--- config.mk ---
export PLATFORM = sky130hd
export DESIGN_NAME = mem_port_seq_flat
export DESIGN_NICKNAME = d
export VERILOG_FILES = /design/src/rtl/mem_port_seq_if.sv /design/src/rtl/mem_port_seq.sv /design/src/flat_wrapper.sv
export SDC_FILE = /design/constraint.sdc
export NUM_CORES = 1
export LEC_CHECK = 0
export CAP_MARGIN = 30
export CELL_PAD_IN_SITES_DETAIL_PLACEMENT = 0
export CELL_PAD_IN_SITES_GLOBAL_PLACEMENT = 2
export CORE_UTILIZATION = 21
export DETAILED_ROUTE_END_ITERATION = 10
export PLACE_DENSITY_LB_ADDON = 0.1
export SLEW_MARGIN = 15
export SYNTH_ARGS = -nofsm -noshare
export SYNTH_HDL_FRONTEND = slang
export SYNTH_SLANG_ARGS = --single-unit
--- constraint.sdc ---
create_clock -name clk -period 2.3 [get_ports clk]
set_input_delay 0.46 -clock clk [delete_from_list [all_inputs] [get_ports clk]]
set_output_delay 0.46 -clock clk [all_outputs]
set_load 0.1 [all_outputs]
--- src/rtl/mem_port_seq_if.sv ---
// mem_port_seq_if: fetch/data request ports plus the byte-RAM bus of mem_port_seq.
// Rev 1.0
`timescale 1ns/1ps
`default_nettype none

interface mem_port_seq_if;
  logic        p0_req;
  logic [31:0] p0_addr;
  logic        p0_ack;
  logic [31:0] p0_rdata;

  logic        p1_req;
  logic        p1_we;
  logic [1:0]  p1_size;
  logic [31:0] p1_addr;
  logic [31:0] p1_wdata;
  logic        p1_ack;
  logic [31:0] p1_rdata;

  logic [31:0] mem_ra1;
  logic [31:0] mem_ra2;
  logic [31:0] mem_wa3;
  logic [31:0] mem_wd3;
  logic        mem_we;
  logic [31:0] mem_rd1;
  logic [31:0] mem_rd2;

  modport slave (
    input  p0_req, p0_addr,
    output p0_ack, p0_rdata,
    input  p1_req, p1_we, p1_size, p1_addr, p1_wdata,
    output p1_ack, p1_rdata,
    output mem_ra1, mem_ra2, mem_wa3, mem_wd3, mem_we,
    input  mem_rd1, mem_rd2
  );

  modport master (
    output p0_req, p0_addr,
    input  p0_ack, p0_rdata,
    output p1_req, p1_we, p1_size, p1_addr, p1_wdata,
    input  p1_ack, p1_rdata,
    input  mem_ra1, mem_ra2, mem_wa3, mem_wd3, mem_we,
    output mem_rd1, mem_rd2
  );
endinterface

`default_nettype wire

--- src/rtl/mem_port_seq.sv ---
// ---------------------------------------------------------------------------
// mem_port_seq: two-port (fetch / load-store) sequencer onto a byte-wide RAM.
// Optional macro MEM_PORT_SEQ_RR_EN: round-robin arbitration (else port 1 wins).
// Rev 1.0
// ---------------------------------------------------------------------------
`timescale 1ns/1ps
`default_nettype none

module mem_port_seq #(
  parameter int ADDR_BITS = 9
) (
  input  wire logic     clk,
  input  wire logic     reset,
  mem_port_seq_if.slave bus
);

  typedef enum logic [2:0] {
    S_IDLE  = 3'd0,
    S_RD_LO = 3'd1,
    S_RD_HI = 3'd2,
    S_WR    = 3'd3,
    S_ACK   = 3'd4
  } state_t;

  state_t                r_state;
  logic                  r_owner;
  logic [ADDR_BITS-1:0]  r_addr;
  logic [1:0]            r_size;
  logic [31:0]           r_wdata;
  logic [1:0]            r_cnt;
  logic [7:0]            r_b0;
  logic [7:0]            r_b1;
  logic [31:0]           r_ra1;
  logic [31:0]           r_ra2;
  logic [31:0]           r_wa3;
  logic [31:0]           r_wd3;
  logic                  r_mem_we;
  logic                  r_p0_ack;
  logic                  r_p1_ack;
  logic [31:0]           r_p0_rdata;
  logic [31:0]           r_p1_rdata;

  logic                  w_any;
  logic                  w_grant1;
  logic [ADDR_BITS-1:0]  w_g_addr;
  logic [1:0]            w_g_size;
  logic                  w_g_we;
  logic [1:0]            w_last_k;
  logic [1:0]            w_next_k;
  logic [31:0]           w_lo_data;
  logic [31:0]           w_word;

`ifdef MEM_PORT_SEQ_RR_EN
  // r_prio = 1 means port 1 wins the next contended grant
  logic                  r_prio;
  assign w_grant1 = bus.p1_req & (~bus.p0_req | r_prio);
`else
  assign w_grant1 = bus.p1_req;
`endif

  assign w_any    = bus.p0_req | bus.p1_req;
  assign w_g_addr = w_grant1 ? bus.p1_addr[ADDR_BITS-1:0] : bus.p0_addr[ADDR_BITS-1:0];
  assign w_g_size = w_grant1 ? bus.p1_size : 2'b10;
  assign w_g_we   = w_grant1 & bus.p1_we;

  assign w_last_k  = (r_size == 2'b00) ? 2'd0 : (r_size == 2'b01) ? 2'd1 : 2'd3;
  assign w_next_k  = r_cnt + 2'd1;
  assign w_lo_data = r_size[0] ? {16'd0, bus.mem_rd2[7:0], bus.mem_rd1[7:0]}
                               : {24'd0, bus.mem_rd1[7:0]};
  assign w_word    = {bus.mem_rd2[7:0], bus.mem_rd1[7:0], r_b1, r_b0};

  logic w_unused_bits;
  assign w_unused_bits = ^{bus.p0_addr[31:ADDR_BITS], bus.p1_addr[31:ADDR_BITS],
                           bus.mem_rd1[31:8], bus.mem_rd2[31:8]};

  function automatic logic [31:0] f_addr(input logic [ADDR_BITS-1:0] base,
                                         input logic [1:0] k);
    logic [ADDR_BITS-1:0] s;
    s = base + ADDR_BITS'(k);
    return 32'(s);
  endfunction

  always_ff @(posedge clk) begin
    if (reset) begin
      r_state    <= S_IDLE;
      r_owner    <= 1'b0;
      r_addr     <= '0;
      r_size     <= 2'b00;
      r_wdata    <= 32'd0;
      r_cnt      <= 2'd0;
      r_b0       <= 8'd0;
      r_b1       <= 8'd0;
      r_ra1      <= 32'd0;
      r_ra2      <= 32'd0;
      r_wa3      <= 32'd0;
      r_wd3      <= 32'd0;
      r_mem_we   <= 1'b0;
      r_p0_ack   <= 1'b0;
      r_p1_ack   <= 1'b0;
      r_p0_rdata <= 32'd0;
      r_p1_rdata <= 32'd0;
`ifdef MEM_PORT_SEQ_RR_EN
      r_prio     <= 1'b0;
`endif
    end else begin
      case (r_state)
        S_IDLE: begin
          if (w_any) begin
            r_owner <= w_grant1;
            r_addr  <= w_g_addr;
            r_size  <= w_g_size;
            r_wdata <= bus.p1_wdata;
            r_cnt   <= 2'd0;
`ifdef MEM_PORT_SEQ_RR_EN
            r_prio  <= ~w_grant1;
`endif
            if (w_g_we) begin
              r_state  <= S_WR;
              r_mem_we <= 1'b1;
              r_wa3    <= f_addr(w_g_addr, 2'd0);
              r_wd3    <= {24'd0, bus.p1_wdata[7:0]};
            end else begin
              r_state <= S_RD_LO;
              r_ra1   <= f_addr(w_g_addr, 2'd0);
              r_ra2   <= f_addr(w_g_addr, 2'd1);
            end
          end
        end
        S_RD_LO: begin
          r_b0 <= bus.mem_rd1[7:0];
          r_b1 <= bus.mem_rd2[7:0];
          if (r_size[1]) begin
            r_state <= S_RD_HI;
            r_ra1   <= f_addr(r_addr, 2'd2);
            r_ra2   <= f_addr(r_addr, 2'd3);
          end else begin
            r_state <= S_ACK;
            r_ra1   <= 32'd0;
            r_ra2   <= 32'd0;
            if (r_owner) begin
              r_p1_rdata <= w_lo_data;
              r_p1_ack   <= 1'b1;
            end else begin
              r_p0_rdata <= w_lo_data;
              r_p0_ack   <= 1'b1;
            end
          end
        end
        S_RD_HI: begin
          r_state <= S_ACK;
          r_ra1   <= 32'd0;
          r_ra2   <= 32'd0;
          if (r_owner) begin
            r_p1_rdata <= w_word;
            r_p1_ack   <= 1'b1;
          end else begin
            r_p0_rdata <= w_word;
            r_p0_ack   <= 1'b1;
          end
        end
        S_WR: begin
          // only port 1 can store, so the ack always goes there
          if (r_cnt == w_last_k) begin
            r_state  <= S_ACK;
            r_mem_we <= 1'b0;
            r_wa3    <= 32'd0;
            r_wd3    <= 32'd0;
            r_p1_ack <= 1'b1;
          end else begin
            r_cnt <= w_next_k;
            r_wa3 <= f_addr(r_addr, w_next_k);
            r_wd3 <= {24'd0, r_wdata[{w_next_k, 3'b000} +: 8]};
          end
        end
        S_ACK: begin
          r_state  <= S_IDLE;
          r_p0_ack <= 1'b0;
          r_p1_ack <= 1'b0;
        end
        default: r_state <= S_IDLE;
      endcase
    end
  end

  // Reset masks strobes immediately so an aborted store writes nothing more
  assign bus.mem_we   = r_mem_we & ~reset;
  assign bus.mem_ra1  = reset ? 32'd0 : r_ra1;
  assign bus.mem_ra2  = reset ? 32'd0 : r_ra2;
  assign bus.mem_wa3  = reset ? 32'd0 : r_wa3;
  assign bus.mem_wd3  = reset ? 32'd0 : r_wd3;
  assign bus.p0_ack   = r_p0_ack & ~reset;
  assign bus.p1_ack   = r_p1_ack & ~reset;
  assign bus.p0_rdata = r_p0_rdata;
  assign bus.p1_rdata = r_p1_rdata;

endmodule

`default_nettype wire

--- src/flat_wrapper.sv ---
// flat-port wrapper written by rule: the top's interface ports become plain ports
module mem_port_seq_flat 
#(
  parameter int ADDR_BITS = 9
)
  (clk, reset, bus_p0_req, bus_p0_addr, bus_p0_ack, bus_p0_rdata, bus_p1_req, bus_p1_we, bus_p1_size, bus_p1_addr, bus_p1_wdata, bus_p1_ack, bus_p1_rdata, bus_mem_ra1, bus_mem_ra2, bus_mem_wa3, bus_mem_wd3, bus_mem_we, bus_mem_rd1, bus_mem_rd2);
  mem_port_seq_if bus_i ();
  input  wire logic clk;
  input  wire logic reset;
  input wire logic [$bits(bus_i.p0_req)-1:0] bus_p0_req;
  input wire logic [$bits(bus_i.p0_addr)-1:0] bus_p0_addr;
  output wire logic [$bits(bus_i.p0_ack)-1:0] bus_p0_ack;
  output wire logic [$bits(bus_i.p0_rdata)-1:0] bus_p0_rdata;
  input wire logic [$bits(bus_i.p1_req)-1:0] bus_p1_req;
  input wire logic [$bits(bus_i.p1_we)-1:0] bus_p1_we;
  input wire logic [$bits(bus_i.p1_size)-1:0] bus_p1_size;
  input wire logic [$bits(bus_i.p1_addr)-1:0] bus_p1_addr;
  input wire logic [$bits(bus_i.p1_wdata)-1:0] bus_p1_wdata;
  output wire logic [$bits(bus_i.p1_ack)-1:0] bus_p1_ack;
  output wire logic [$bits(bus_i.p1_rdata)-1:0] bus_p1_rdata;
  output wire logic [$bits(bus_i.mem_ra1)-1:0] bus_mem_ra1;
  output wire logic [$bits(bus_i.mem_ra2)-1:0] bus_mem_ra2;
  output wire logic [$bits(bus_i.mem_wa3)-1:0] bus_mem_wa3;
  output wire logic [$bits(bus_i.mem_wd3)-1:0] bus_mem_wd3;
  output wire logic [$bits(bus_i.mem_we)-1:0] bus_mem_we;
  input wire logic [$bits(bus_i.mem_rd1)-1:0] bus_mem_rd1;
  input wire logic [$bits(bus_i.mem_rd2)-1:0] bus_mem_rd2;
  assign bus_i.p0_req = bus_p0_req;
  assign bus_i.p0_addr = bus_p0_addr;
  assign bus_p0_ack = bus_i.p0_ack;
  assign bus_p0_rdata = bus_i.p0_rdata;
  assign bus_i.p1_req = bus_p1_req;
  assign bus_i.p1_we = bus_p1_we;
  assign bus_i.p1_size = bus_p1_size;
  assign bus_i.p1_addr = bus_p1_addr;
  assign bus_i.p1_wdata = bus_p1_wdata;
  assign bus_p1_ack = bus_i.p1_ack;
  assign bus_p1_rdata = bus_i.p1_rdata;
  assign bus_mem_ra1 = bus_i.mem_ra1;
  assign bus_mem_ra2 = bus_i.mem_ra2;
  assign bus_mem_wa3 = bus_i.mem_wa3;
  assign bus_mem_wd3 = bus_i.mem_wd3;
  assign bus_mem_we = bus_i.mem_we;
  assign bus_i.mem_rd1 = bus_mem_rd1;
  assign bus_i.mem_rd2 = bus_mem_rd2;
  mem_port_seq #(.ADDR_BITS(ADDR_BITS)) u_core (.clk(clk), .reset(reset), .bus(bus_i));
endmodule
==> results.toml <==
[outcome]
status = "complete, no violations"

[place]
hpwl_um = 20610
postPlaceCellArea_um2 = 10850
pre_cts_ws_ns = -0.1949
place.gp.congestion = 0.7293
portBuffers = 174
placedCellCount = 1679

[power]
power_mw = 10.17
power.share.clock_pct = 27.9
p_sw_share_pct = 42.81
vdd_drop_max_mv = 0.4302
power.leakage_nw = 4.421
p_switching_mw = 4.352
power_density_nw_per_um2 = 890.1
pwr-share-comb_pct = 38.3
seq_power_share_pct = 33.8
internal-power_mw = 5.813

[route]
highest_layer = "met5"
firstDrtPassIters = 5
routed-wl-met3_um = 1171
ant_nets = 0
drc_errors = 0
drtIter0Drc = 289
wl_per_cell_um = 16.77
met1_length_um = 13790
wl_met2_um = 13350
wirelength_um = 28690
vias = 7162
avgViaCountPerCell = 4.186

[cells_and_area]
fin_nets = 1354
area_delta_synth_final_pct = 36.34
final_area_um2 = 11420
postLayoutCoreUtil_pct = 29.28
drive_gt1_share_pct = 21.46
antenna_cells = 0
stdcell_count = 1711

[worst_setup_path]
end_kind = "register"
worstPathCellList = "inv_1 > ha_1 > inv_1 > fa_1 > nand3b_1 > nor2_1 > xnor2_1 > o221ai_1 > o211a_1"
crit_buf_inv = 2
required_ns = 2.63
critPathTopFamily = "adder cells"
crit_type = "reg -> reg"
worstRegToRegCells = 9
r2r-end = "u_core.r_wa3[8]$_SDFFE_PP0P_"
slowest_stage = "fa_1"
setup.worst_path.start_class = "register"
worst_path_most_repeated_cell = "inv_1"
worstReg2RegStart = "u_core.r_cnt[0]$_SDFFE_PP0P_"
worstPathMaxFanout = 6
ff2ff_setup_slack_ns = 0.20
slowest_delay_ns = 0.41
crit_arrival_ns = 2.43

[synthesis]
synth_edf_count = 0
ys_types = 56
syn_area_um2 = 8377
synth_top_area_share_pct = 39.91
synthTopCellsByArea = "dfxtp_1 (40%), buf_4 (8.8%), a21oi_1 (6.6%)"
yosysSeqAreaShare_pct = 39.91
yosysWarnings = 0
syn_area_per_cell_um2 = 8.360
ys_seq_elements = 167
synthCells = 1002
yosys_most_used_dff = "dfxtp_1"
async_flop_share_pct = 0
synth_area_leader_cell = "dfxtp_1"

[floorplan]
die_height_um = 201.7
std_cell_rows = 72
die_width_um = 201.7
core_area_um2 = 39010
dieArea_um2 = 40690
io_pins = 362
start_util_pct = 21.47

[sta]
worstMarginPinSlew_ns = 0.5619
max_freq_mhz = 476.9
period_minus_slack_ns = 2.097
rsz0062_at_grt = "no"
relSlewSlack_pct = 62.50
setup_slack_ns = 0.2030
period_share_pct = 91.18
setup_violations = 0
fin_skew_ns = 0.007318
finalMaxSlewViolations = 0
tns_ns = 0
hold_viol = 0
whs_ns = 0.4105

[grt]
grt_max_degree = 57
antenna_found_initial = 2
overflow = 0
grt_pass1_wl_um = 44300
grt_pass1_vias = 7225
track_usage_pct = 14.28

[cts]
cts_made_buffers = 17
clk_latency_ns = 0.44
cts_tree = "built"
cts_buffer_depth = 2
cts_htree_levels = 4
postCtsSetupBuffers = 0
clkTransAtPathRegs_ns = 0.07
cts_sinks = 167
clockRootBuffer = "clkbuf_16"

[min_path]
holdPathStages = 2
hold_path_end = "u_core.r_ra1[4]$_SDFFE_PP0P_"
min_path_type = "in -> reg"
min_from = "reset"

[job]
drv_cap = 0
-- logic make-up after synthesis --
family | Yosys count | synth area share (%)
buffers and inverters | 184 | 13.58
other | 1 | 0.04477
muxes | 24 | 4.078
xor gates and xnor gates | 27 | 2.823
adders and majority gates | 7 | 1.135
DFF | 167 | 39.91
and+or+nand+nor | 367 | 20.24
AOI/OAI and AO/OA | 225 | 18.19
-- Yosys cell counts (9+ instances only) --
cell and n:
mux2i_1 15, nor2_1 90, xor2_1 12, a21oi_1 110, a221oi_1 9, a211oi_1 26, nand3_1 44, nor3_1 14
a211oi_2 19, o21ai_0 21, buf_4 98, nor2b_1 42, xnor2_1 15, buf_2 20, nand2_1 137, dfxtp_1 167
clkbuf_1 48, o221ai_1 15, nand2_2 11
-- layout make-up --
cell class	count	area (um2)
clock buffers	18	439.2
multi-input cells	743	4275
repair buffers	243	2556
inverters	8	30.03
well taps	518	648.1
clock inverters	14	127.6
fillers	4235	27590
flip-flops and latches	167	3344
-- power by group through the flow --
stage | combinational (mW) | clock (mW) | sequential, mW
2_1_floorplan | 2.41 | 0 | 3.99
3_3_place_gp | 3.94 | 0 | 3.51
3_5_place_dp | 3.93 | 0 | 3.50
4_1_cts | 3.94 | 2.97 | 3.44
5_1_grt | 4.13 | 3.08 | 3.48
6_report | 3.89 | 2.84 | 3.43
-- metal layers --
layer / vias to the layer above / GRT usage [%]
li1: 3596 / -
met3: 21 / 3.466
met5: - / 0
met1: 3368 / 19.21
met4: 4 / 3.409
met2: 173 / 22.83
-- worst register-to-register path, stage by stage (launching register included) --
cell and delay [ns]:
dfxtp_2 0.36, inv_1 0.11, ha_1 0.20, inv_1 0.06, fa_1 0.41, nand3b_1 0.24, nor2_1 0.16, xnor2_1 0.14
o221ai_1 0.15, o211a_1 0.16
-- sequential cells by signal, indices dropped and copies added, names as in the netlist, 2 cells and up --
name,count
u_core.bus.p1_rdata,32
u_core.r_wa3,9
u_core.r_size,2
u_core.r_state,3
u_core.r_ra1,9
u_core.r_cnt,2
u_core.r_ra2,9
u_core.r_wd3,8
u_core.r_addr,9
u_core.r_b0,8
u_core.bus.p0_rdata,32
u_core.r_wdata,32
u_core.r_b1,8
-- placed cells by master, fill, tap and decap left out, types with 3 or more instances in the layout --
master and instances:
dfxtp_1 166, nand2_1 137, buf_4 127, a21oi_1 110, conb_1 93, nor2_1 89
clkdlybuf4s50_1 71, nand3_1 44, buf_12 44, nor2b_1 41, a211oi_1 26, o21ai_0 21
a211oi_2 19, clkbuf_16 17, mux2i_1 15, xnor2_1 15, o221ai_1 15, nor3_1 14
xor2_1 11, nand2_2 11, a221oi_1 9, inv_1 8, o211a_1 8, mux4_2 8
ha_1 6, a22oi_1 4, clkinv_2 4, clkinv_4 4, nand2b_1 3, nand4_1 3
nand3b_1 3, nor3b_1 3, clkinvlp_4 3
-- worst max path at each step --
stage	start	cells after the start	slack, ns	to
6_report	u_core.r_cnt[0]$_SDFFE_PP0P_	9	0.20	u_core.r_wa3[8]$_SDFFE_PP0P_
3_5_place_dp	bus_p1_req	9	-0.19	u_core.r_ra2[6]$_SDFFE_PP0P_
5_1_grt	u_core.r_cnt[0]$_SDFFE_PP0P_	9	0.01	u_core.r_wa3[8]$_SDFFE_PP0P_
2_1_floorplan	reset	3	-0.34	bus_mem_ra1[0]
4_1_cts	u_core.r_cnt[0]$_SDFFE_PP0P_	8	0.06	u_core.r_wa3[8]$_SDFFE_PP0P_
3_3_place_gp	bus_p1_req	9	-0.17	u_core.r_ra2[6]$_SDFFE_PP0P_
-- what timing repair did --
| item | in CTS | in global routing |
|---|---|---|
| gates resized for setup | 0 | 2 |
| endpoints found under the hold margin | 0 | 0 |
| setup endpoints to repair | 0 | 2 |
| hold buffers | 0 | 0 |
No activity file was read; power rests on OpenSTA's default activity.
==> RTL edit (same settings) <==
Reset style: asynchronous (`reset`), changed in one clocked block.
--- a/src/rtl/mem_port_seq.sv
+++ b/src/rtl/mem_port_seq.sv
@@ -80,7 +80,7 @@
     return 32'(s);
   endfunction
 
-  always_ff @(posedge clk) begin
+  always_ff @(posedge clk or posedge reset) begin
     if (reset) begin
       r_state    <= S_IDLE;
       r_owner    <= 1'b0;
Behaviour: differs if reset is asserted again (counterexample within 4 cycles, from zero or initial values and one cycle with reset high); with reset held inactive, the same outputs for 4 cycles.
==> RTL edit against the original RTL <==
  * Setup slack worse by 0.060 ns
  * Via count is 8.2% lower
  * Sequential cell count unchanged
  * Routed wire length is 4.7% lower
  * Area after synthesis grew 4.1%
  * Critical path depth shrank 1
  * Fmax decreased by 2.8%
  * Synthesized cell count decreased by 8.8%
  * Final area is 3.3% higher
  * Largest cell class is now sequential cells
Power is not compared: it rests on default switching activity, and its combinational part moved more than twofold at a synthesized area within 25%.
==> RTL edit: results (changes against the original RTL) <==
* Design Power at 0.0208 W
* Netlist cell types at 60 (+7.1%)
* Layout net count at 1273 (-6.0%)
* Cell count after synthesis at 914 (-8.8%)
* Slew at the pin closest to its max-slew limit at 0.579 ns (+0.0171 ns)
* Total global-route track usage at 13.4% (-0.90 points)
* Wire length on met2 at 12.1 mm (-9.3%)
* Post-DP HPWL at 20.1 mm (-2.5%)
* Met2 track demand over resource at 19.9% (-2.9 points)
* Fraction of synthesis flops using an asynchronous set or reset pin at 100% (+100 points)
* Path class of the lowest-slack min-delay path: input pin to async pin
* Sequential area share after synthesis at 47.9% (+8.0 points)
* Routed metal-1 wire length at 13.8 mm (-0.23%)
* GR Layer Usage met1 at 19.4% (+0.21 points)
* Outcome: finished, final reports clean
* WL met3 at 1.13 mm (-3.9%)
* Share of the synthesized area in compound gates (AO/OA/AOI/OAI) at 11.4% (-6.8 points)
* Share of final-layout standard cells stronger than drive strength 1 at 22.4% (+0.93 points)
* Arrival time reported for the critical path endpoint at 2.48 ns (+0.05 ns)
* Iteration-0 DRC Markers at 236 (-18%)
* Number of global-route vias before repair at 6648 (-8.0%)
* TritonRoute pass-1 iters at 4 (-1)
* Multiplexer fraction of the synthesized cell area at 6.47% (+2.4 points)
* Adder-cell share of the synthesized area at 1.21% (+0.070 points)
* Commonest cells post-synth: 210 x sky130_fd_sc_hd__nand2_1, 167 x sky130_fd_sc_hd__dfrtp_1, 98 x sky130_fd_sc_hd__buf_4
* Overall via count from detail_route at 6576 (-8.2%)
* Worst clock skew at 0.0107 ns (+0.00339 ns)
* First-pass GRT wire length at 42.0 mm (-5.2%)
* Met3 Usage GRT at 2.50% (-0.96 points)
[RTL edit: cell count changes in the layout (fill, tap and decap cells not counted), sizes merged, moves of 14 or more]
cell,change
nand3,-22
mux2,+18
nand2,+63
a22o,+16
o21ai,+51
a211oi,-45
a21oi,-75
nor2,-61
dfxtp,-167
buf,-14
dfrtp,+167
o221ai,-14
[RTL edit: worst paths after layout]
check / from / to / slack [ns] / depth (start not counted)
setup / recovery: bus_p1_req / u_core.r_ra2[4] / 0.14 / 8
hold / removal: reset / u_core.r_b1[5] / 0.43 / 3
setup reg to reg: u_core.r_cnt[0] / u_core.r_wa3[8] / 0.36 / 6
hold reg to reg: u_core.r_wdata[22] / u_core.r_wdata[22] / 0.47 / 2
max in group asynchronous: reset / u_core.bus.p0_rdata[29] / 1.23 / 4
min in group clk: u_core.r_wdata[22] / u_core.r_wdata[22] / 0.47 / 2
[RTL edit: critical path: cells and delay by family]
family | cells | cell delay [ns]
compound gates | 2 | 0.29
buf+inv | 1 | 0.53
simple gates | 1 | 0.20
mux | 2 | 0.65
fa+ha+maj | 1 | 0.21
xor+xnor | 1 | 0.14
[RTL edit: area by class of cell]
| cell class | instances | area [um^2] |
|---|---|---|
| Inverter | 10 | 41.3 |
| Sequential cell | 167 | 4180 |
| Clock buffer | 17 | 425 |
| Timing Repair Buffer | 229 | 2460 |
| Multi-Input combinational cell | 674 | 3880 |
| Tap cell | 532 | 666 |
| Clock inverter | 15 | 154 |
| Antenna cell | 1 | 2.50 |
| Fill cell | 4381 | 29100 |
[RTL edit: per-stage QoR]
step / instance area, um^2 / util [%]
after global routing: 11800 / 28.8
after global placement: 11200 / 27.4
after floorplan: 9130 / -
final: 11800 / 28.8
after CTS: 11800 / 28.8
after detailed placement: 11200 / 27.4
